`src/rtl/operand_fetch_pkg.sv`:
```
// Shared decode constants for the operand-fetch stage and EX: opcodes,
// per-opcode attribute table and instruction field positions.
package operand_fetch_pkg;

    localparam int XLEN  = 16;
    localparam int RA_W  = 3;
    localparam int CNT_W = 16;

    localparam logic [3:0] OPC_ADD  = 4'd0;
    localparam logic [3:0] OPC_SUB  = 4'd1;
    localparam logic [3:0] OPC_AND  = 4'd2;
    localparam logic [3:0] OPC_OR   = 4'd3;
    localparam logic [3:0] OPC_XOR  = 4'd4;
    localparam logic [3:0] OPC_ADDI = 4'd5;
    localparam logic [3:0] OPC_ANDI = 4'd6;
    localparam logic [3:0] OPC_LW   = 4'd7;
    localparam logic [3:0] OPC_SW   = 4'd8;
    localparam logic [3:0] OPC_BEQ  = 4'd9;
    localparam logic [3:0] OPC_JMP  = 4'd10;
    localparam logic [3:0] OPC_LUI  = 4'd11;

    // Attribute table: bit N describes opcode N.
    localparam logic [15:0] OPC_USES_RS2  = 16'h031F;
    localparam logic [15:0] OPC_WRITES_RD = 16'h08FF;
    localparam logic [15:0] OPC_IS_LOAD   = 16'h0080;

    localparam int OPC_MSB = 15;
    localparam int OPC_LSB = 12;
    localparam int RD_MSB  = 11;
    localparam int RD_LSB  = 9;
    localparam int RS1_MSB = 8;
    localparam int RS1_LSB = 6;
    localparam int RS2_MSB = 5;
    localparam int RS2_LSB = 3;
    localparam int IMM_MSB = 5;
    localparam int IMM_LSB = 0;

endpackage

```
`src/rtl/operand_fetch_instr_attr_decode.sv`:
```
// Opcode to attribute lookup; the same block is instantiated in EX.
module instr_attr_decode
    import operand_fetch_pkg::*;
(
    input  logic [3:0] opcode,
    output logic       uses_rs2,
    output logic       writes_rd,
    output logic       is_load
);

    assign uses_rs2  = OPC_USES_RS2[opcode];
    assign writes_rd = OPC_WRITES_RD[opcode];
    assign is_load   = OPC_IS_LOAD[opcode];

endmodule

```
`src/rtl/operand_fetch.sv`:
```
// ID/operand-fetch stage: decode, EX/WB forwarding, load-use stall and a
// valid/ready ID/EX register.
module operand_fetch
    import operand_fetch_pkg::*;
(
    input  logic             clk,
    input  logic             rst_n,
    input  logic             in_valid,
    output logic             in_ready,
    input  logic [15:0]      in_instr,
    input  logic [15:0]      in_pc,
    output logic [RA_W-1:0]  rf_rs1_addr,
    output logic [RA_W-1:0]  rf_rs2_addr,
    input  logic [XLEN-1:0]  rf_rs1_data,
    input  logic [XLEN-1:0]  rf_rs2_data,
    input  logic             ex_wr_en,
    input  logic             ex_is_load,
    input  logic [RA_W-1:0]  ex_rd,
    input  logic [XLEN-1:0]  ex_result,
    input  logic             wb_we,
    input  logic [RA_W-1:0]  wb_rd,
    input  logic [XLEN-1:0]  wb_data,
    input  logic             flush,
    output logic             out_valid,
    input  logic             out_ready,
    output logic [15:0]      out_pc,
    output logic [3:0]       out_opcode,
    output logic [RA_W-1:0]  out_rd,
    output logic [XLEN-1:0]  out_op_a,
    output logic [XLEN-1:0]  out_op_b,
    output logic             out_wr_en,
    output logic             out_is_load,
    output logic [CNT_W-1:0] stall_count
);

    logic [3:0]       opcode;
    logic [RA_W-1:0]  rd, rs1, rs2;
    logic [XLEN-1:0]  imm;
    logic             uses_rs2, writes_rd, is_load;
    logic             hazard, adv;
    logic [XLEN-1:0]  op_a, op_b;

    logic             out_valid_d, out_valid_q;
    logic [15:0]      out_pc_d, out_pc_q;
    logic [3:0]       out_opcode_d, out_opcode_q;
    logic [RA_W-1:0]  out_rd_d, out_rd_q;
    logic [XLEN-1:0]  out_op_a_d, out_op_a_q;
    logic [XLEN-1:0]  out_op_b_d, out_op_b_q;
    logic             out_wr_en_d, out_wr_en_q;
    logic             out_is_load_d, out_is_load_q;
    logic [CNT_W-1:0] stall_cnt_d, stall_cnt_q;

    // EX beats WB because it is the younger producer; a load in EX is skipped
    // since its data does not exist yet (the hazard logic stalls instead).
    function automatic logic [XLEN-1:0] fwd(
        input logic [RA_W-1:0] rs,
        input logic [XLEN-1:0] rf_data,
        input logic            ex_we,
        input logic            ex_ld,
        input logic [RA_W-1:0] ex_dst,
        input logic [XLEN-1:0] ex_val,
        input logic            wb_en,
        input logic [RA_W-1:0] wb_dst,
        input logic [XLEN-1:0] wb_val
    );
        if (rs == '0)                               return '0;
        else if (ex_we && !ex_ld && ex_dst == rs)   return ex_val;
        else if (wb_en && wb_dst == rs)             return wb_val;
        else                                        return rf_data;
    endfunction

    assign opcode = in_instr[OPC_MSB:OPC_LSB];
    assign rd     = in_instr[RD_MSB:RD_LSB];
    assign rs1    = in_instr[RS1_MSB:RS1_LSB];
    assign rs2    = in_instr[RS2_MSB:RS2_LSB];
    assign imm    = {{(XLEN-6){in_instr[IMM_MSB]}}, in_instr[IMM_MSB:IMM_LSB]};

    assign rf_rs1_addr = rs1;
    assign rf_rs2_addr = rs2;

    instr_attr_decode u_attr (
        .opcode    (opcode),
        .uses_rs2  (uses_rs2),
        .writes_rd (writes_rd),
        .is_load   (is_load)
    );

    assign op_a = fwd(rs1, rf_rs1_data, ex_wr_en, ex_is_load, ex_rd, ex_result,
                      wb_we, wb_rd, wb_data);
    assign op_b = uses_rs2 ? fwd(rs2, rf_rs2_data, ex_wr_en, ex_is_load, ex_rd,
                                 ex_result, wb_we, wb_rd, wb_data)
                           : imm;

    assign hazard = in_valid && ex_wr_en && ex_is_load && (ex_rd != '0) &&
                    ((ex_rd == rs1) || (uses_rs2 && (ex_rd == rs2)));
    assign adv      = !out_valid_q || out_ready;
    assign in_ready = adv && !hazard && !flush;

    always_comb begin
        out_valid_d   = out_valid_q;
        out_pc_d      = out_pc_q;
        out_opcode_d  = out_opcode_q;
        out_rd_d      = out_rd_q;
        out_op_a_d    = out_op_a_q;
        out_op_b_d    = out_op_b_q;
        out_wr_en_d   = out_wr_en_q;
        out_is_load_d = out_is_load_q;
        stall_cnt_d   = stall_cnt_q;

        if (flush) begin
            out_valid_d = 1'b0;
        end else if (adv && in_valid && !hazard) begin
            out_valid_d   = 1'b1;
            out_pc_d      = in_pc;
            out_opcode_d  = opcode;
            out_rd_d      = rd;
            out_op_a_d    = op_a;
            out_op_b_d    = op_b;
            out_wr_en_d   = writes_rd && (rd != '0);
            out_is_load_d = is_load;
        end else if (adv) begin
            out_valid_d = 1'b0;
        end

        if (hazard && adv && (stall_cnt_q != '1))
            stall_cnt_d = stall_cnt_q + CNT_W'(1);
    end

    always_ff @(posedge clk or negedge rst_n) begin
        if (!rst_n) begin
            out_valid_q   <= 1'b0;
            out_pc_q      <= '0;
            out_opcode_q  <= '0;
            out_rd_q      <= '0;
            out_op_a_q    <= '0;
            out_op_b_q    <= '0;
            out_wr_en_q   <= 1'b0;
            out_is_load_q <= 1'b0;
            stall_cnt_q   <= '0;
        end else begin
            out_valid_q   <= out_valid_d;
            out_pc_q      <= out_pc_d;
            out_opcode_q  <= out_opcode_d;
            out_rd_q      <= out_rd_d;
            out_op_a_q    <= out_op_a_d;
            out_op_b_q    <= out_op_b_d;
            out_wr_en_q   <= out_wr_en_d;
            out_is_load_q <= out_is_load_d;
            stall_cnt_q   <= stall_cnt_d;
        end
    end

    assign out_valid   = out_valid_q;
    assign out_pc      = out_pc_q;
    assign out_opcode  = out_opcode_q;
    assign out_rd      = out_rd_q;
    assign out_op_a    = out_op_a_q;
    assign out_op_b    = out_op_b_q;
    assign out_wr_en   = out_wr_en_q;
    assign out_is_load = out_is_load_q;
    assign stall_count = stall_cnt_q;

endmodule

```
`config.mk`:
```
export PLATFORM = sky130hd
export DESIGN_NAME = operand_fetch
export DESIGN_NICKNAME = d
export VERILOG_FILES = /design/src/rtl/operand_fetch_pkg.sv /design/src/rtl/operand_fetch_instr_attr_decode.sv /design/src/rtl/operand_fetch.sv
export SDC_FILE = /design/constraint.sdc
export NUM_CORES = 1
export LEC_CHECK = 0
export BUFFER_PORTS_ARGS = -buffer_cell sky130_fd_sc_hd__buf_2
export CORE_ASPECT_RATIO = 0.7
export CORE_MARGIN = 3
export CORE_UTILIZATION = 45
export CTS_BUF_LIST = sky130_fd_sc_hd__clkbuf_4
export DETAILED_ROUTE_END_ITERATION = 16
export PLACE_DENSITY = 0.76
export SLEW_MARGIN = 20
export SYNTH_ARGS = -nofsm -noshare
export SYNTH_HDL_FRONTEND = slang
export SYNTH_SLANG_ARGS = --single-unit
export TNS_END_PERCENT = 50
```
`constraint.sdc`:
```
create_clock -name clk -period 2.5 [get_ports clk]
set_input_delay 0.375 -clock clk [delete_from_list [all_inputs] [get_ports clk]]
set_output_delay 0.375 -clock clk [all_outputs]
set_load 0.005 [all_outputs]
```
# Word-level counts from Yosys, hierarchy flattened
# Memory sizes are Yosys's and may differ from the RTL's. A register that Yosys moved wholly into a read port is not among the register bits.
# Cells that the tools add are included.
totals:
  ff_bits: 73
  ram_bits: 0
  in_bits: 110
  romBits: 48
  elab_cells: 61
  latch_bits: 0
  out_inout_bits: 81
  n_memories: 3
op_classes:
  n_div: 0
  multipliers: 0
  mux: 12
  n_eq_ne: 5
  reduce_logical: 30
  n_shift: 0
  n_lt_le_gt_ge: 1
  bitwise_logic: 1
  addsub: 1
mem_list:
  columns: ["memory", "words", "word_bits", "rd", "rd_clocked_by_memory_dff", "write_ports", "line_no", "source"]
  rows:
  - ["(name not given)", 16, 1, 1, 1, 0, "operand_fetch_instr_attr_decode.sv:13", "assign is_load = OPC_IS_LOAD[opcode];"]
  - ["(name not given)", 16, 1, 1, 0, 0, "operand_fetch_instr_attr_decode.sv:11", "assign uses_rs2 = OPC_USES_RS2[opcode];"]
  - ["(name not given)", 16, 1, 1, 0, 0, "operand_fetch_instr_attr_decode.sv:12", "assign writes_rd = OPC_WRITES_RD[opcode];"]
ops:
  columns: ["cell", "n"]
  rows:
  - ["16-bit 2-to-1 mux", 7]
  - ["1-bit logical AND", 17]
  - ["16-bit by 1-bit adder with 16-bit output (second input constant)", 1]
  - ["16-bit inequality test (second input constant)", 1]
  - ["3-bit equality test", 4]
  - ["3-bit nonzero test", 3]
  - ["3-bit zero test", 2]
  - ["1-bit zero test", 5]
  - ["4-bit by 5-bit < comparator with 1-bit output (second input constant)", 1]
  - ["1-bit 2-to-1 mux", 5]
  - ["1-bit logical OR", 2]
  - ["2-bit AND reduction", 1]
  - ["1-bit NOT", 1]

# Depth between registers and ports, before layout
logic_depth:
  depth_word: 9
  mapped_depth: 8
  depth_no_buf: 6

# Modules after synthesis
# From an unflattened synthesis, not the netlist that was laid out.
unflattened:
  cells_unflattened: 384
  hier_area_um2: 4035.1
by_module_without_submodules:
  columns: ["mod", "area_each_um2", "cells_per_inst", "n_inst", "seq_area_each_um2"]
  rows:
  - ["operand_fetch", 4000.1, 379, 1, 1851.8]
  - ["instr_attr_decode", 35.0, 5, 1, 0.0]

# Worst setup path before layout
# No wires, ideal clock.
synth_path:
  path_type: "in2reg"
  from: "input ex_rd[1]"
  to: "register stall_cnt_q[12], in the netlist stall_count[12]"
  t_arrival_ns: 1.925
  slack_ns: 0.448
  path_stages: 7
  required_time_ns: 2.372
  setup_ns: 0.128
  path_buffers: 1
  cell_sequence: "xor2_1 nor3_4 a21oi_2 or2_1 buf_6 nor4_2 mux2_1"
synth_between:
  elab_chain_cells: 6
  word_cells_on_any_way: 9
  classes_between: "2 x eq/ne; 7 x reduce/logical"
synth_rtl:
  columns: ["element", "line_no", "source"]
  rows:
  - ["from (decl)", "operand_fetch.sv:18", "input logic [RA_W-1:0] ex_rd,"]
  - ["3-bit equality test", "operand_fetch.sv:95", "((ex_rd == rs1) || (uses_rs2 && (ex_rd == rs2)));"]
  - ["1-bit logical AND", "operand_fetch.sv:95", null]
  - ["1-bit logical OR", "operand_fetch.sv:95", null]
  - ["1-bit logical AND (*)", "operand_fetch.sv:94", "assign hazard = in_valid && ex_wr_en && ex_is_load && (ex_rd != '0) &&"]
  - ["1-bit logical AND (*) (2 in series)", "operand_fetch.sv:125", "if (hazard && adv && (stall_cnt_q != '1))"]
  - ["to (signal assigned)", "operand_fetch.sv:149", "stall_cnt_q <= stall_cnt_d;"]
  - ["to (decl)", "operand_fetch.sv:51", "logic [CNT_W-1:0] stall_cnt_d, stall_cnt_q;"]
# Every way passes the cells marked *; elsewhere a longest branch is shown, timed or not.
# A chain may end at the register's enable or synchronous reset.

# Final worst setup path
layout_path:
  from: "register stall_cnt_q[4], in the netlist stall_count[4]"
  to: "register stall_cnt_q[14], in the netlist stall_count[14]"
layout_between:
  elab_chain_cells: 2
  word_cells_on_any_way: 3
  classes_between: "1 x add/sub; 1 x eq/ne; 1 x reduce/logical"
layout_rtl:
  columns: ["element"]
  rows:
  - ["parallel branches: the longest is 2 deep, another holds 16-bit by 1-bit adder with 16-bit output"]
# Several ways; the timed one is not identified.

==> qor.csv <==
stage;metric;value;unit
clock_network;cts_tree;built;
die;core_area;8550;um2
global_route;grt_max_degree;75;
clock_network;cts_root_buf;clkbuf_4;
worst_setup_path;crit_fanout;6;
min_path;hp-class;input pin to asynchronous set/reset pin;
die;die_area;10000;um2
power_and_ir_drop;vdd_drop_max;297;uV
placement;io_buffer_count;190;
sta;layout_min_cycle_time;2.27;ns
routing;first_pass_iters;5;
synthesis;synth_edf_count;0;
clock_network;clk_latency;0.43;ns
worst_setup_path;start_kind;register;
sta;finalClockSkew;0.0221;ns
clock_network;cts_buffers;9;
sta;max_freq;441;MHz
power_and_ir_drop;pwr_density_cell;607;nW/um2
sta;hold_violations;0;
synthesis;yosysWarnings;0;
sta;setup_violations;0;
die;start_util;46.7;%
synthesis;synthCells;391;
synthesis;ys_seq_elements;74;
global_route;grt_pass1_wl;21000;um
sta;fin_setup_tns;0;ns
routing;totalWireLength;13200;um
power_and_ir_drop;leakage;2.57;nW
global_route;antenna_found_initial;0;
clock_network;cts_max_level;3;
routing;wl_met3;1080;um
sta;tightest_slew;0.953;ns
sta;relSlewSlack;36.5;%
synthesis;synth_area_leaders;dfrtp_1 46%, mux2_2 12%, a21oi_1 6.8%;
placement;gp_congestion;0.952;
run;maxCapViolations;0;
layout;syn2layout_area_growth;31.6;%
layout;drive_gt1_share;46.7;%
routing;ant_nets;0;
routing;wire_per_inst;18.8;um
outcome;status;finished, final reports clean;
routing;drt-met1-wl;5900;um
worst_setup_path;endpoint_kind;register;
sta;min_period_over_period;90.6;%
global_route;grt_usage;26.2;%
clock_network;cts_setup_buffers;0;
synthesis;synth_area;3990;um2
worst_setup_path;cp.arrival;2.59;ns
die;dieHeight;84.8;um
die;io-pin-count;191;
clock_network;clk_path_buf_depth;2;
layout;final_cells;705;
sta;setup_ws;0.234;ns
synthesis;synth_cell_type_count;41;
die;fp.dieW;119;um
synthesis;yosysSeqAreaShare;46.4;%
clock_network;cts_sinks;74;
layout;diodes;0;
synthesis;synth_top_area_cell;dfrtp_1;
worst_setup_path;worstSetupPathType;register to register;
synthesis;synthArstFlopShare;100;%
routing;highest_layer;met4;
routing;drc;0;
routing;drt_iter0_markers;251;
synthesis;synth_top_area_share;46.4;%
clock_network;clkSlewWorstSetupHoldPaths;0.12;ns
sta;rsz0062_at_grt;no;
synthesis;synth-main-ff-cell;dfrtp_1;
global_route;grt_pass1_vias;3989;
worst_setup_path;worst_ep_required_time;2.82;ns
die;fp-row-count;28;
clock_network;hold_buffers;0;
routing;wl_met2;6050;um
placement;dp.cells;689;
clock_network;postCtsResizedCells;0;
synthesis;avgSynthCellArea;10.2;um2
power_and_ir_drop;p_total;3.19;mW
placement;pre_cts_ws;0.235;ns
routing;vias;3915;
synthesis;syn-num-nets;502;
global_route;grt_remaining_overflow;0;
worst_setup_path;reg2regPathDepth;7;
sta;drv_slew;0;
routing;viasPerCell;5.55;
placement;dp_hpwl;10300;um
layout;nNetsFinal;691;
## layout make-up
cell class	instances	area, um2
tap	120	150
inverter	1	3.75
clock buffer	9	67.6
timing repair buffer	207	1090
fill	821	3300
multi-input combinational	287	2000
sequential	74	1850
clock inverter	7	83.8
## state kept, by name, indices dropped and copies added, names as in the netlist
name         cells
out_opcode       4
out_rd           3
out_pc          16
out_is_load      1
out_op_b        16
out_wr_en        1
out_op_a        16
stall_count     16
out_valid        1
## synthesized netlist by cell type, types with 7 or more instances
| master | number |
|---|---|
| buf_4 | 7 |
| nand4_1 | 9 |
| nand2_1 | 39 |
| xnor2_1 | 10 |
| a21oi_1 | 54 |
| xor2_1 | 14 |
| clkbuf_1 | 13 |
| a221oi_1 | 21 |
| dfrtp_1 | 74 |
| nor2_1 | 37 |
| buf_2 | 8 |
| a221o_1 | 11 |
| mux2_2 | 44 |
## layout by cell type (no fill, tap or decap), drive strengths merged, types with 2 or more instances in the layout
master / count
clkinv: 5
a221o: 11
nand4: 9
xor2: 14
a21oi: 55
or3: 2
nor4: 6
dfrtp: 74
nand2: 39
buf: 207
and3: 4
nand2b: 3
nand3: 6
mux2: 45
bufinv: 2
xnor2: 10
nor2b: 2
a221oi: 21
nor2: 37
nor3: 8
clkbuf: 9
## path summary, 6_finish.rpt
kind / start / end / slack [ns]
worst max-delay path: stall_count[4] / stall_count[14] / 0.23
max in group asynchronous: rst_n / stall_count[11] / 1.80
min in group clk: flush / out_valid / 0.15
worst min-delay path: rst_n / out_op_a[11] / 0.08
worst max register to register: stall_count[4] / stall_count[14] / 0.23
worst min register to register: out_pc[11] / out_pc[11] / 0.51
## kinds of logic after synthesis
kind of cell | count (synthesis) | share of synthesized area (%)
compound gates | 94 | 15.7
flops | 74 | 46.4
simple gates | 123 | 15.6
xor+xnor | 24 | 5.27
mux | 45 | 12.7
fa+ha+maj | 1 | 0.314
buf+inv | 30 | 3.92
## layer usage
| layer | vias to the layer above | GRT usage, % |
|---|---|---|
| li1 | 1819 | - |
| met5 | - | 0 |
| met3 | 18 | 6.80 |
| met2 | 197 | 40.8 |
| met4 | 0 | 7.15 |
| met1 | 1881 | 36.7 |
## critical path, stage by stage (launching register included)
cell     delay [ns]
dfrtp_1        0.47
nand4_1        0.33
inv_1          0.17
nand3_1        0.17
nor4_1         0.34
buf_4          0.20
nor2b_1        0.14
mux2_2         0.34
## power breakdown
group | switching [mW] | internal [mW]
combinational | 0.417 | 0.437
sequential | 0.117 | 1.40
clock | 0.428 | 0.394
total | 0.961 | 2.23
## per-stage QoR
| stage | hold WS (ns) | cell area, um2 | utilization (%) |
|---|---|---|---|
| 2_1_floorplan | 0.0794 | 3990 | - |
| 3_3_place_gp | 0.486 | 5100 | 59.6 |
| 3_5_place_dp | 0.486 | 5100 | 59.6 |
| 4_1_cts | 0.102 | 5250 | 61.4 |
| 5_1_grt | 0.135 | 5250 | 61.4 |
| 6_report | 0.0801 | 5250 | 61.4 |
Power figures use the tool's default switching activity.
